**src/rtl/inst_fetch_unit.sv**
```systemverilog
// inst_fetch_unit: holds the PC, fetches 32-bit instruction words from
// instruction memory and presents them to decode.
//
// Ports:
//   clk, rst                 clock; synchronous active-high reset
//   imem_req/imem_addr       fetch request and word-aligned fetch address (registered)
//   imem_ack/imem_rdata      memory response strobe and instruction word
//   inst_valid/inst_ready    valid/ready handshake toward decode
//   inst/op/inst_pc/pc_plus4 instruction payload; op is inst[31:26] or FLUSH_OP
//   branch_taken/target      one-cycle redirect pulse and redirect PC
module inst_fetch_unit #(
  parameter logic [31:0] RESET_PC = 32'h0000_0000,
  parameter logic [5:0]  FLUSH_OP = 6'b111111
) (
  input  logic        clk,
  input  logic        rst,
  output logic        imem_req,
  output logic [31:0] imem_addr,
  input  logic        imem_ack,
  input  logic [31:0] imem_rdata,
  output logic        inst_valid,
  input  logic        inst_ready,
  output logic [31:0] inst,
  output logic [5:0]  op,
  output logic [31:0] inst_pc,
  output logic [31:0] pc_plus4,
  input  logic        branch_taken,
  input  logic [31:0] branch_target
);

  localparam int unsigned XLEN = 32;
  localparam logic [XLEN-1:0] ALIGN_MASK = ~XLEN'(3);

  typedef enum logic [1:0] {
    S_FETCH,
    S_WAIT,
    S_HOLD
  } state_e;

  state_e          state_q;
  logic [XLEN-1:0] pc_q;
  logic            squash_q;
  logic            imem_req_q;
  logic [XLEN-1:0] imem_addr_q;
  logic            inst_valid_q;
  logic [XLEN-1:0] inst_q;
  logic [XLEN-1:0] inst_pc_q;
  logic [XLEN-1:0] pc_plus4_q;

  logic [XLEN-1:0] pc_inc_d;
  logic [XLEN-1:0] target_d;

  // Sequential PC increment wraps naturally at 2^32; redirect target is word aligned.
  assign pc_inc_d = pc_q + XLEN'(4);
  assign target_d = branch_target & ALIGN_MASK;

  // Fetch FSM: a redirect outranks every other event except reset.
  always_ff @(posedge clk) begin
    if (rst) begin
      state_q      <= S_FETCH;
      pc_q         <= RESET_PC & ALIGN_MASK;
      squash_q     <= 1'b0;
      imem_req_q   <= 1'b0;
      imem_addr_q  <= RESET_PC & ALIGN_MASK;
      inst_valid_q <= 1'b0;
      inst_q       <= '0;
      inst_pc_q    <= '0;
      pc_plus4_q   <= '0;
    end else begin
      unique case (state_q)
        S_FETCH: begin
          if (branch_taken) begin
            // Stay here so the request goes out with the redirected PC.
            pc_q <= target_d;
          end else begin
            imem_req_q  <= 1'b1;
            imem_addr_q <= pc_q;
            state_q     <= S_WAIT;
          end
        end
        S_WAIT: begin
          if (imem_ack) begin
            imem_req_q <= 1'b0;
            squash_q   <= 1'b0;
            if (branch_taken) begin
              pc_q    <= target_d;
              state_q <= S_FETCH;
            end else if (squash_q) begin
              // Word belongs to the path abandoned by an earlier redirect.
              state_q <= S_FETCH;
            end else begin
              inst_q       <= imem_rdata;
              inst_pc_q    <= pc_q;
              pc_plus4_q   <= pc_inc_d;
              pc_q         <= pc_inc_d;
              inst_valid_q <= 1'b1;
              state_q      <= S_HOLD;
            end
          end else if (branch_taken) begin
            // Request must stay stable until acked; mark its word for discard.
            pc_q     <= target_d;
            squash_q <= 1'b1;
          end
        end
        S_HOLD: begin
          if (branch_taken) begin
            inst_valid_q <= 1'b0;
            pc_q         <= target_d;
            state_q      <= S_FETCH;
          end else if (inst_ready) begin
            inst_valid_q <= 1'b0;
            state_q      <= S_FETCH;
          end
        end
        default: state_q <= S_FETCH;
      endcase
    end
  end

  assign imem_req   = imem_req_q;
  assign imem_addr  = imem_addr_q;
  assign inst_valid = inst_valid_q;
  assign inst       = inst_q;
  assign inst_pc    = inst_pc_q;
  assign pc_plus4   = pc_plus4_q;

  // Invalid slots present an op that decodes to all-zero controls.
  assign op = inst_valid_q ? inst_q[31:26] : FLUSH_OP;

endmodule
```
**config.mk**
```make
export PLATFORM = sky130hd
export DESIGN_NAME = inst_fetch_unit
export DESIGN_NICKNAME = d
export VERILOG_FILES = /design/src/rtl/inst_fetch_unit.sv
export SDC_FILE = /design/constraint.sdc
export NUM_CORES = 1
export LEC_CHECK = 0
export ABC_CLOCK_PERIOD_IN_PS = 4900
export CORE_MARGIN = 3
export CORE_UTILIZATION = 51
export CTS_BUF_LIST = sky130_fd_sc_hd__clkbuf_16
export DETAILED_ROUTE_END_ITERATION = 10
export PLACE_DENSITY = 0.95
export SLEW_MARGIN = 20
export SYNTH_ARGS = -nofsm -noshare
export SYNTH_HDL_FRONTEND = slang
export SYNTH_SLANG_ARGS = --single-unit
```
**constraint.sdc**
```tcl
create_clock -name clk -period 4.9 [get_ports clk]
set_input_delay 0.735 -clock clk [delete_from_list [all_inputs] [get_ports clk]]
set_output_delay 0.735 -clock clk [all_outputs]
set_load 0.01 [all_outputs]
```
==> impl_summary.txt <==
----------------------------------------------------
[STA]
  Worst Hold Slack ... 452 ps
  Worst-Margin Slew ... 1030 ps
  Worst clock skew ... around 7.8 ps
  Min Clock Period, post-route ... between 3000 and 4000 ps
  Setup repair after global routing missed its margin ... false
  Pins Over Slew Limit ... 0
  Tightest slew margin relative to the limit ... between 30% and 40%
  Number of setup violations in the final report ... 0
  Achievable clock frequency ... roughly 0.32 GHz
  Hold Violations, Final ... 0
  Final critical-path share of the clock period ... 64.6%
  Setup TNS Final ... 0 ps

[Synthesis]
  Top cell type's share of synthesized area ... ~48%
  EDFF count, synth ... 0
  Leading post-synthesis cells by cell area ... dfxtp_1, nand2_1, a21oi_1, clkbuf_1, o21ai_0
  Top FF cell, synth ... dfxtp_1
  Synthesized netlist net count ... around 940
  Fraction of the yosys area taken by sequential cells ... between 40 and 50%
  Library cells used by synthesis ... about 50
  Count of yosys warnings during synthesis ... 0
  Cell area after technology mapping ... just under 7000 um2
  Most instantiated library cell after synthesis ... nand2_1
  Post-synthesis sequential element count ... about 160
  Fraction of registers with async set or reset after synthesis ... 0%
  Leading area contributor after synthesis ... dfxtp_1
  Post-Syn Area per Cell ... ~7.8 um2
  Post-Syn Instances ... approximately 870
  Top cell types by occurrence after synthesis ... nand2_1, dfxtp_1, a21oi_1

[Clocking]
  H-Tree Depth ... 4
  Post-cts hold buffer count ... 0
  Clock network latency to the later pin of the worst-skew pair ... ~420 ps
  Cell at the root of the clock tree ... clkbuf_16
  Count of instances resized after the clock tree is built ... 0
  Deepest clock path buffer count ... 2
  CTS tree ... done
  Setup fix buffers added after clock tree synthesis ... 0
  Clk sinks ... between 150 and 200
  Clk pin slew, worst setup/hold paths ... ~60 ps
  Number of buffers inserted during clock tree synthesis ... 17

[Critical path]
  Gate family responsible for the most delay along the worst path ... simple AND/OR/NAND/NOR gates
  Endpoint arrival time on the critical path ... 3510 ps
  Worst endpoint required time ... around 5200 ps
  Chain of cells forming the critical path ... clkdlybuf4s50_1, buf_4, nand3b_1, or3_2, or3_1, or3_1, o211ai_1
  Dominant cell type by count on the critical path ... or3_1
  Maximum cell stage delay along the critical path ... roughly 900 ps
  Crit-path max FO ... 48
  Critical path buffer and inverter count ... 2
  Worst setup path class ... input pin to register
  Startpoint class of the critical path ... input pin
  Critical path's slowest cell ... or3_2
  Type of element capturing the critical path ... register
  Flop2flop setup slack ... ~2100 ps

[Finish]
  Combined flip-flop and latch cell area ... 3260 um2
  Post-Layout Cell Count ... 1,199
  Number of nets in the final layout ... 1,087
  Share of post-route cells with drive strength above 1 ... around 4.8%
  Area occupied by multi-input gates ... about 3200 um2
  Fill cell total of the finished layout ... 958
  Antenna Diode Count ... 0
  Signed area change from the synthesized netlist to the final layout ... 36.6%

[Global route]
  Via count of the first global-routing pass ... ~6,700
  Antenna violations before repair ... 0
  Pin count of the biggest net entering global routing ... 74
  Global-route wire length before repair ... roughly 34,000 um
  Total congestion overflow ... 0
  Gr usage total ... 28.8%
  Met1 Track Usage GR ... between 30% and 40%
  Grt met3 use ... 9.89%
  Met2 layer usage reported by global route ... between 40% and 50%
  Busiest metal layer after global routing ... met2

[Pwr]
  Fraction of power spent switching nets ... between 20 and 30%
  Cell-internal power ... 2.23 mW
  Part of the total power dissipated in combinational logic ... between 10% and 20%
  Clock share of power ... roughly two fifths
  Switching component of the power ... 0.782 mW
  Max rail drop VDD ... around 0.23 mV
  Seq pwr share ... 48.6%
  Power Dens Cells ... roughly 320 nW/um2
  Static power due to leakage ... ~3.1 nW

[Routing]
  Number of nets with antenna violations after routing ... 0
  DRC Markers ... 0
  Average wire length per cell after detail routing ... roughly 18 um
  DRT Pass-1 Iters ... 5
  Violation count after the first detailed-route iteration ... 737
  Number of vias per cell ... approximately 5.8
  Final routed wirelength across all metal layers ... roughly 22,000 um
  Routed vias ... around 7,000

[Floorplanning]
  Area of the placeable core ... 12,900 um2
  Vertical die dimension ... between 100 and 150 um
  Number of I/O pins ... roughly 210
  Initial core utilization ... a little over half
  Area of the die ... between 10,000 and 15,000 um2
  Row cnt ... slightly above 40
  Overall die width ... 122 um

[Run status]
  Run status ... finished, final reports clean

[Place]
  Quantity of I/O buffers inserted on ports ... between 200 and 250
  Placed instance count ... around 1,200
  Last weighted congestion value of the routability-driven placer ... around 0.96
  HPWL after detailed placement ... 15,200 um

[Min path]
  Type of the tightest min-delay check ... register to register

[Run]
  Max_cap viols ... 0

----------------------------------------------------
per-layer routing:
| metal | vias up | share of wire, % |
|---|---|---|
| met1 | 3289 | 39 |
| li1 | 3271 | - |
| met4 | 0 | 2.9 |
| met3 | 51 | 9.9 |
| met5 | - | 0 |
| met2 | 365 | 49 |
flip-flops by register name (all words and copies together) (netlist names):
register	flops
pc_q	32
pc_plus4	30
inst_pc	32
state_q	2
imem_addr	32
squash_q	1
imem_req	1
inst_valid	1
inst	32
cell families (layout without fill, tap and decap cells):
kind of cell    count (synthesis)  in the layout  share of synthesized area (%)
buf+inv                        89            245                           5.21
xor+xnor                       27             27                           3.46
compound gates                227            227                           19.2
simple gates                  360            360                           23.5
fa+ha+maj                       1              1                          0.183
flops                         163            163                           47.8
mux                             4              4                          0.623
worst paths after layout:
kind                               from                          to  cells past startpoint
min          imem_addr[31]$_SDFFE_PP0P_  imem_addr[31]$_SDFFE_PP0P_                      2
min reg2reg  imem_addr[31]$_SDFFE_PP0P_  imem_addr[31]$_SDFFE_PP0P_                      2
max                        branch_taken       pc_q[25]$_SDFFE_PP0P_                      7
max reg2reg     state_q[0]$_SDFFE_PP0P_       pc_q[25]$_SDFFE_PP0P_                      5
area by class of cell:
cell class	instances	area share (%)
inverters	5	0.201
flip-flops and latches	163	35.0
repair buffers	211	22.4
multi-input cells	619	34.5
clock buffers	17	4.56
clock inverters	12	1.02
well taps	172	2.31
worst register-to-register path, cell delays in order, from the launching register on:
cell and delay, ps:
dfxtp_1 610, nand3b_1 370, or3_2 920, or3_1 470
or3_1 310, o211ai_1 80
power groups by stage:
stage	clock [mW]	combinational [mW]	sequential, mW
after floorplan	0	0.200	1.45
after global routing	1.26	0.385	1.47
after global placement	0	0.345	1.49
final	1.19	0.357	1.47
after detailed placement	0	0.352	1.49
after CTS	1.20	0.355	1.46
metrics by stage:
stage	instance area [um2]	power [mW]	utilization [%]	worst slack, ps
2_1_floorplan	6830	1.65	-	2650
3_3_place_gp	8800	1.83	68.4	1360
3_5_place_dp	8800	1.84	68.4	1330
4_1_cts	9330	3.02	72.4	1760
5_1_grt	9330	3.11	72.4	1620
6_report	9330	3.02	72.4	1740
placed cells by master (no fill, tap or decap), types with 8 or more instances in the layout:
cell             count
a211oi_1            14
a21oi_1            128
a22oi_1             11
and3_1              11
buf_4               10
clkbuf_16           17
clkdlybuf4s50_1    201
dfxtp_1            163
nand2_1            221
nand2b_1             8
nand3_1             18
nand4_1             12
nor2_1              43
nor3_1              11
o21ai_0             35
or3_1                8
xnor2_1             11
xor2_1              16
Power figures use the tool's default switching activity.
